<file path="src/rtl/rr_mux_arb_if.sv">
// -----------------------------------------------------------------------------
// rr_mux_arb_if
// Bundles the handshake and data signals of the round-robin arbitrating mux.
//
// Signals:
//   en         arbitration enable (low blocks new grants, output still drains)
//   in_data    NCH*W  channel i at [i*W +: W]
//   in_valid   NCH    per-channel request
//   in_ready   NCH    per-channel accept, one-hot or zero
//   out_data   W      registered selected word
//   out_sel    SW     index of the channel held in out_data
//   out_valid  1      output register holds a word
//   out_ready  1      consumer accepts the output word
//   out_grant  NCH    one-hot copy of out_sel (only with RR_MUX_ONEHOT_EN)
//
// Modports:
//   slave   the arbiter itself
//   master  the environment: producers on the input side, consumer on the output
// -----------------------------------------------------------------------------
interface rr_mux_arb_if #(
    parameter int NCH = 4,
    parameter int W   = 8
);
    localparam int SW = $clog2(NCH);

    logic             en;
    logic [NCH*W-1:0] in_data;
    logic [NCH-1:0]   in_valid;
    logic [NCH-1:0]   in_ready;
    logic [W-1:0]     out_data;
    logic [SW-1:0]    out_sel;
    logic             out_valid;
    logic             out_ready;
`ifdef RR_MUX_ONEHOT_EN
    logic [NCH-1:0]   out_grant;
`endif

    modport slave (
        input  en,
        input  in_data,
        input  in_valid,
        output in_ready,
        output out_data,
        output out_sel,
        output out_valid,
`ifdef RR_MUX_ONEHOT_EN
        output out_grant,
`endif
        input  out_ready
    );

    modport master (
        output en,
        output in_data,
        output in_valid,
        input  in_ready,
        input  out_data,
        input  out_sel,
        input  out_valid,
`ifdef RR_MUX_ONEHOT_EN
        input  out_grant,
`endif
        output out_ready
    );
endinterface

</file>
<file path="src/rtl/rr_mux_arb.sv">
// -----------------------------------------------------------------------------
// rr_mux_arb
// Round-robin arbitrating multiplexer. Picks one of NCH valid/ready input
// channels, starting the search at a rotating pointer, and forwards the chosen
// word through a single registered output stage with full back-to-back
// throughput.
//
// Parameters:
//   NCH  number of input channels (>= 2, any value)
//   W    data width per channel (>= 1)
//
// Ports:
//   clk    rising-edge clock
//   rst_n  asynchronous active-low reset
//   bus    rr_mux_arb_if.slave (en, in_data/in_valid/in_ready,
//          out_data/out_sel/out_valid/out_ready, optional out_grant)
//
// Optional feature macro: RR_MUX_ONEHOT_EN
//   When defined, adds the registered one-hot out_grant output, loaded on every
//   input transfer, cleared by reset and held after out_valid falls.
// -----------------------------------------------------------------------------
module rr_mux_arb #(
    parameter int NCH = 4,
    parameter int W   = 8
) (
    input  logic        clk,
    input  logic        rst_n,
    rr_mux_arb_if.slave bus
);
    localparam int SW = $clog2(NCH);

    // Pointer offset add that wraps modulo NCH without a divider; works for
    // non-power-of-two NCH since base < NCH and k < NCH.
    function automatic logic [SW-1:0] wrap_idx(input logic [SW-1:0] base, input int k);
        int s;
        s = int'(base) + k;
        if (s >= NCH) begin
            s = s - NCH;
        end
        return SW'(s);
    endfunction

    logic [SW-1:0]  ptr_q,       ptr_d;
    logic [W-1:0]   out_data_q,  out_data_d;
    logic [SW-1:0]  out_sel_q,   out_sel_d;
    logic           out_valid_q, out_valid_d;
`ifdef RR_MUX_ONEHOT_EN
    logic [NCH-1:0] out_grant_q, out_grant_d;
`endif

    logic           grant_found;
    logic [SW-1:0]  grant_idx;
    logic [W-1:0]   grant_data;
    logic           load;
    logic           xfer_in;
    logic [NCH-1:0] in_ready_w;

    // Rotating-priority search: first requester at ptr, ptr+1, ... wrapping.
    always_comb begin
        logic [SW-1:0] cand;
        grant_found = 1'b0;
        grant_idx   = '0;
        cand        = '0;
        for (int k = 0; k < NCH; k++) begin
            cand = wrap_idx(ptr_q, k);
            if (!grant_found && bus.in_valid[cand]) begin
                grant_found = 1'b1;
                grant_idx   = cand;
            end
        end
    end

    // Data mux for the winning channel.
    always_comb begin
        grant_data = '0;
        for (int i = 0; i < NCH; i++) begin
            if (SW'(i) == grant_idx) begin
                grant_data = bus.in_data[i*W +: W];
            end
        end
    end

    // rst_n gates load so in_ready is forced low while reset is held, even
    // though the output register is already empty.
    always_comb begin
        load       = rst_n && bus.en && (!out_valid_q || bus.out_ready);
        xfer_in    = load && grant_found;
        in_ready_w = '0;
        if (xfer_in) begin
            in_ready_w[grant_idx] = 1'b1;
        end
    end

    // Next-state: reload on input transfer (also covers the simultaneous
    // drain+reload case), otherwise empty the register when the word leaves.
    always_comb begin
        ptr_d       = ptr_q;
        out_data_d  = out_data_q;
        out_sel_d   = out_sel_q;
        out_valid_d = out_valid_q;
`ifdef RR_MUX_ONEHOT_EN
        out_grant_d = out_grant_q;
`endif
        if (xfer_in) begin
            out_data_d  = grant_data;
            out_sel_d   = grant_idx;
            out_valid_d = 1'b1;
            ptr_d       = (grant_idx == SW'(NCH - 1)) ? '0 : grant_idx + 1'b1;
`ifdef RR_MUX_ONEHOT_EN
            out_grant_d = '0;
            out_grant_d[grant_idx] = 1'b1;
`endif
        end else if (out_valid_q && bus.out_ready) begin
            out_valid_d = 1'b0;
        end
    end

    always_ff @(posedge clk or negedge rst_n) begin
        if (!rst_n) begin
            ptr_q       <= '0;
            out_data_q  <= '0;
            out_sel_q   <= '0;
            out_valid_q <= 1'b0;
`ifdef RR_MUX_ONEHOT_EN
            out_grant_q <= '0;
`endif
        end else begin
            ptr_q       <= ptr_d;
            out_data_q  <= out_data_d;
            out_sel_q   <= out_sel_d;
            out_valid_q <= out_valid_d;
`ifdef RR_MUX_ONEHOT_EN
            out_grant_q <= out_grant_d;
`endif
        end
    end

    assign bus.in_ready  = in_ready_w;
    assign bus.out_data  = out_data_q;
    assign bus.out_sel   = out_sel_q;
    assign bus.out_valid = out_valid_q;
`ifdef RR_MUX_ONEHOT_EN
    assign bus.out_grant = out_grant_q;
`endif

endmodule
</file>
<file path="src/flat_wrapper.sv">
// flat-port wrapper written by rule: the top's interface ports become plain ports
module rr_mux_arb_flat 
#(
    parameter int NCH = 4,
    parameter int W   = 8
)
  (clk, rst_n, bus_en, bus_in_data, bus_in_valid, bus_in_ready, bus_out_data, bus_out_sel, bus_out_valid, bus_out_ready);
  rr_mux_arb_if #(.NCH(NCH), .W(W)) bus_i ();
  input  logic clk;
  input  logic rst_n;
  input wire logic [$bits(bus_i.en)-1:0] bus_en;
  input wire logic [$bits(bus_i.in_data)-1:0] bus_in_data;
  input wire logic [$bits(bus_i.in_valid)-1:0] bus_in_valid;
  output wire logic [$bits(bus_i.in_ready)-1:0] bus_in_ready;
  output wire logic [$bits(bus_i.out_data)-1:0] bus_out_data;
  output wire logic [$bits(bus_i.out_sel)-1:0] bus_out_sel;
  output wire logic [$bits(bus_i.out_valid)-1:0] bus_out_valid;
  input wire logic [$bits(bus_i.out_ready)-1:0] bus_out_ready;
  assign bus_i.en = bus_en;
  assign bus_i.in_data = bus_in_data;
  assign bus_i.in_valid = bus_in_valid;
  assign bus_in_ready = bus_i.in_ready;
  assign bus_out_data = bus_i.out_data;
  assign bus_out_sel = bus_i.out_sel;
  assign bus_out_valid = bus_i.out_valid;
  assign bus_i.out_ready = bus_out_ready;
  rr_mux_arb #(.NCH(NCH), .W(W)) u_core (.clk(clk), .rst_n(rst_n), .bus(bus_i));
endmodule
</file>
<file path="config.mk">
export PLATFORM = sky130hd
export DESIGN_NAME = rr_mux_arb_flat
export DESIGN_NICKNAME = d
export VERILOG_FILES = /design/src/rtl/rr_mux_arb_if.sv /design/src/rtl/rr_mux_arb.sv /design/src/flat_wrapper.sv
export SDC_FILE = /design/constraint.sdc
export NUM_CORES = 1
export LEC_CHECK = 0
export ABC_CLOCK_PERIOD_IN_PS = 2700
export BUFFER_PORTS_ARGS = -buffer_cell sky130_fd_sc_hd__buf_2
export CORE_MARGIN = 3
export CORE_UTILIZATION = 46
export CTS_BUF_LIST = sky130_fd_sc_hd__clkbuf_8
export CTS_CLUSTER_DIAMETER = 80
export CTS_CLUSTER_SIZE = 14
export DETAILED_ROUTE_END_ITERATION = 7
export GPL_ROUTABILITY_DRIVEN = 0
export GPL_TIMING_DRIVEN = 0
export PLACE_DENSITY = 0.82
export SLEW_MARGIN = 10
export SYNTH_ARGS = -nofsm -noshare
export SYNTH_HDL_FRONTEND = slang
export SYNTH_SLANG_ARGS = --single-unit
</file>
<file path="constraint.sdc">
create_clock -name clk -period 2.7 [get_ports clk]
set_input_delay 0.405 -clock clk [delete_from_list [all_inputs] [get_ports clk]]
set_output_delay 0.405 -clock clk [all_outputs]
set_load 0.03 [all_outputs]
</file>
Word-level counts from Yosys, hierarchy flattened
Cells that the tools add are included.
- bits in registers: 13
- latch bits: 0
- memory bits (writable): 0
- ROM bits: 0
- input bits: 40
- output and inout port bits: 15
- word-level logic and storage cells: 71
- memories: 0
- add/subtract/negate cells: 8
- $mul: 0
- divide/modulo/power cells: 0
- magnitude comparators: 10
- equal/unequal tests: 4
- shifts and indexed selects: 0
- mux-type cells: 30
- bitwise logic cells: 0
- reduce and logical (&&, ||, !) cells: 15
- operators by type and width (kind ; number):
    $mux W8 ; 4
    $mux W2 ; 9
    $lt A2 B3 Y1 const B ; 5
    $mux W1 ; 11
    $ge A3 B3 Y1 const B ; 3
    $bmux W1 S2 ; 4
    $logic_and A1 B1 Y1 ; 8
    $sub A2 B1 Y2 const B ; 4
    $add A2 B2 Y3 const B ; 2
    $eq A2 B2 Y1 const A ; 2
    $logic_not A1 Y1 ; 4
    $mux W4 ; 1
    $add A2 B1 Y3 const B ; 1
    $ge A2 B3 Y1 const B ; 1
    $add A2 B1 Y2 const B ; 1
    $demux W1 S2 ; 1
    $eq A1 B2 Y1 const A ; 1
    $eq A2 B2 Y1 const B ; 1
    $ge A2 B1 Y1 const B ; 1
    $logic_not A2 Y1 ; 1
    $reduce_bool A2 Y1 ; 1
    $logic_or A1 B1 Y1 ; 1

Logic depth before layout (Yosys ltp)
- word-level depth: 19
- depth in mapped cells: 9
- gate-level depth less buffers: 7

Worst setup path before layout
Ideal clock, no wire load.
- path type: input port to output port
- start point: input bus_in_valid[1]
- end point: output bus_in_ready[3]
- data arrival time: 1973 ps
- data required time: 2295 ps
- setup slack: 322 ps
- cell stages on the path: 7
- path buffers: 2
- path through: and2b_1 o21bai_1 and3_1 ha_1 clkbuf_1 clkbuf_1 and2_1
- word-level cells in the longest chain between the ends: 17
- elaborated cells between the ends (all ways): 29
- those cells by class: order compare (2); mux (19); reduce/logical (8)
- RTL lines (item ; RTL line ; RTL):
    start: declaration ; flat_wrapper.sv:13 ; input wire logic [$bits(bus_i.in_valid)-1:0] bus_in_valid;
    $bmux W1 S2 ; rr_mux_arb.sv:66 ; if (!grant_found && bus.in_valid[cand]) begin
    $mux W1 (not written as such) ; rr_mux_arb.sv:66 ;
    $mux W1 ; rr_mux_arb.sv:66 ;
    $logic_not A1 Y1 ; rr_mux_arb.sv:66 ;
    $logic_and A1 B1 Y1 ; rr_mux_arb.sv:66 ;
    $mux W1 ; rr_mux_arb.sv:66 ;
    $logic_not A1 Y1 ; rr_mux_arb.sv:66 ;
    $logic_and A1 B1 Y1 ; rr_mux_arb.sv:66 ;
    [... 2 more ...] ; n/a ;
    $logic_and A1 B1 Y1 ; rr_mux_arb.sv:66 ;
    $mux W2 * ; rr_mux_arb.sv:66 ;
    net u_core.grant_idx[0] ; rr_mux_arb.sv:52 ; logic [SW-1:0] grant_idx;
    $lt A2 B3 Y1 (not written as such) or $ge A2 B1 Y1 (tied branches) ; rr_mux_arb.sv:90 ; in_ready_w[grant_idx] = 1'b1;
    $logic_and A1 B1 Y1 (not written as such) ; rr_mux_arb.sv:90 ;
    $mux W1 (not written as such) ; rr_mux_arb.sv:90 ;
    $demux W1 S2 * ; n/a ;
    $mux W4 * ; rr_mux_arb.sv:89 ; if (xfer_in) begin
    end: declaration ; flat_wrapper.sv:14 ; output wire logic [$bits(bus_i.in_ready)-1:0] bus_in_ready;
The timed path passes the listed nets; every way through them passes the cells marked *. The select of a mux whose other input is x is not followed.

Final worst setup path
Ends and elaborated chain as after synthesis.

==> reports/results.ini <==
[global_routing]
grt_util_all_layers=0.2050
gr-total-overflow=0
grt_pass1_vias=985
antenna_found_initial=0
grt_max_degree=16
grt_pass1_wl_mm=4.298

[timing]
finalSetupViolations=0
maxSlewViolCount=0
fin_crit_sh=0.9818
rsz0062_at_grt=yes
max_clock_freq_ghz=0.3772
finClkSkew_ns=0.001298
worst_slew_pin_slew_ns=0.4199
relSlewSlack=0.7201
hold_slack_ns=0.04301
period_needed_ns=2.651
hold_viol_final=0

[logic_synthesis]
async_reset_ff_frac=1.000
synth_area_sq_um=999.7
syn_area_per_cell_sq_um=8.545
yosys_warnings=0
ys_seq_area_frac=0.3254
synth_nets=161
synthCells=117
synth_cell_types=33
synth_edf_count=0
yosys_register_bits=13
synth_top_area_frac=0.3254
yosys-top-cells-area=dfrtp_1, a31oi_1, a221o_1, nand3b_1, ha_1
ys.flop_type=dfrtp_1
synth_top_area_cell=dfrtp_1

[placed_design]
dp_hpwl_mm=2.124
place_area_sq_um=1304
dp_cells=198
portBuffers=54

[setup_path]
cp_common_cell=buf_2
worstPathRequired_ns=2.30
end_kind=primary output
worstSetupStartpointType=input pin
cpPeakStageDelay_ns=0.34
cpMaxStageDelayCell=ha_1
arrival_ns=2.25
crit_family=simple AND/OR/NAND/NOR gates
crit_type=input pin to primary output
cp_num_buf_inv=3
path_cells=buf_2 > and2b_1 > o21bai_1 > and3_1 > ha_1 > clkbuf_2 > and2_1 > buf_2
critical_path_peak_fanout=10
critPathLaunch=bus_in_valid[1]
reg2reg_from=u_core.ptr_q[1]

[die]
core_sq_um=2002
dieArea_sq_um=2769
die_y_um=52.62
initial_core_util=0.4994
row_count=16
die-width_um=52.62
pin_count=55

[route]
via_count=1127
wl_per_cell_um=13.56
drc=0
ant_nets=0
drt-initial-drc-count=30
via_per_inst=5.607
drtPass1Iterations=4
wl_mm=2.726

[cts]
clkTransAtPathRegs_ns=0.05
ctsHtreeMaxLevel=1
cts_tree=yes
clock_latency_ns=0.24
cts_setup_buffers=0
cts_sinks=13
cts.root.buffer_cell=clkbuf_8
clockBufferDepth=2
cts_buffers=3

[final_layout]
fin_cells=201
final_common_cell=buf_2
final_cell_area_sq_um=1346
fin_nets=219
synthToLayoutAreaGrowth_pct=34.67
drive_above_1_share=0.3793
fill_cells=171
n_antenna_cell=0
layout_common_cells=buf_2, a31oi_1, dfrtp_1

[hold_path]
hold_path.class=input pin to async pin

[run]
maxCapViolations=0

[status]
status=finished, final reports clean

[power_and_ir_drop]
power.density_nw_per_um2=864.7
power_leakage_nw=0.6704
ir_worst_vdd_uv=412.6

-- Yosys cell counts (2+ instances only) --
| library cell | number |
|---|---|
| and2_1 | 5 |
| a221o_1 | 8 |
| buf_2 | 4 |
| ha_1 | 4 |
| dfrtp_1 | 13 |
| nand3b_1 | 8 |
| nand3_1 | 2 |
| nor2b_1 | 4 |
| o31ai_1 | 2 |
| a21oi_1 | 8 |
| a31oi_1 | 17 |
| nand2_1 | 11 |
| inv_1 | 8 |
| clkbuf_1 | 4 |
-- through the flow --
| step | power (W) | utilization | worst slack (ns) | TNS (ns) |
|---|---|---|---|---|
| global placement | 0.0009710 | 0.6513 | -0.09559 | -0.09559 |
| global route | 0.001251 | 0.6725 | -0.06778 | -0.1653 |
| finish | 0.001164 | 0.6725 | 0.04918 | 0 |
| detailed placement | 0.0009908 | 0.6513 | -0.1453 | -0.1453 |
| floorplan | 0.0007944 | - | 0.3222 | 0 |
| CTS | 0.001162 | 0.6725 | 0.07470 | 0 |
-- repair_timing --
| action | in CTS | in global routing |
|---|---|---|
| endpoints found under the setup margin | 1 | 3 |
| resized for setup | 1 | 0 |
| hold buffers | 0 | 0 |
| pin swaps | 0 | 0 |
-- metal layers --
metal | wire length (um) | up-vias | track usage
li1 | - | 553 | -
met1 | 1186 | 523 | 0.2813
met2 | 1306 | 48 | 0.3264
met3 | 207 | 3 | 0.03134
met4 | 25 | 0 | 0.06383
met5 | 0 | - | 0
-- worst paths after layout --
| path | end | slack (ns) | depth (start not counted) |
|---|---|---|---|
| worst min register to register | u_core.bus.out_sel[1] | 0.50 | 2 |
| worst min-delay path | u_core.bus.out_valid | 0.04 | 1 |
| max in group asynchronous | u_core.bus.out_data[6] | 2.42 | 1 |
| worst max-delay path | bus_in_ready[3] | 0.05 | 8 |
| min in group clk | u_core.bus.out_data[6] | 0.42 | 3 |
| worst max register to register | u_core.bus.out_data[7] | 0.45 | 8 |
-- report_power, final --
part / internal, W / switching [W] / total, W / leakage, nW
Clock: 0.000101 / 0.0000700 / 0.000171 / 0.0269
Sequential: 0.000270 / 0.0000454 / 0.000315 / 0.150
Combinational: 0.000266 / 0.000413 / 0.000679 / 0.493
Total: 0.000636 / 0.000528 / 0.00116 / 0.670
-- worst reg2reg max path, delay by kind of cell, from the launching register on --
kind                     cells  cell delay (ns)
AO/OA/AOI/OAI                4             1.02
adder cells (fa/ha/maj)      1             0.27
buffers and inverters        1             0.25
flip-flops                   1             0.39
AND/OR/NAND/NOR              2             0.25
-- kinds of logic after synthesis --
| family | count (synthesis) | synth area share |
|---|---|---|
| AO/OA/AOI/OAI | 42 | 0.2991 |
| adder cells (fa/ha/maj) | 4 | 0.05006 |
| buffers and inverters | 18 | 0.08009 |
| flip-flops | 13 | 0.3254 |
| multiplexers | 1 | 0.01126 |
| AND/OR/NAND/NOR | 39 | 0.2341 |
-- state kept, by name, indices dropped and copies added, names as in the netlist --
signal,count
u_core.bus.out_sel,2
u_core.ptr_q,2
u_core.bus.out_data,8
u_core.bus.out_valid,1
-- area by class of cell --
class,count,area [sq um],share of cell area
buffer,9,47.55,0.03532
clock buffer,3,41.29,0.03067
clock inverter,1,3.754,0.002788
inverter,8,30.03,0.02230
multi-input combinational,86,594.3,0.4415
sequential,13,325.3,0.2416
tap,27,33.78,0.02509
timing repair buffer,54,270.3,0.2007
(Power assumes the default switching activity.)
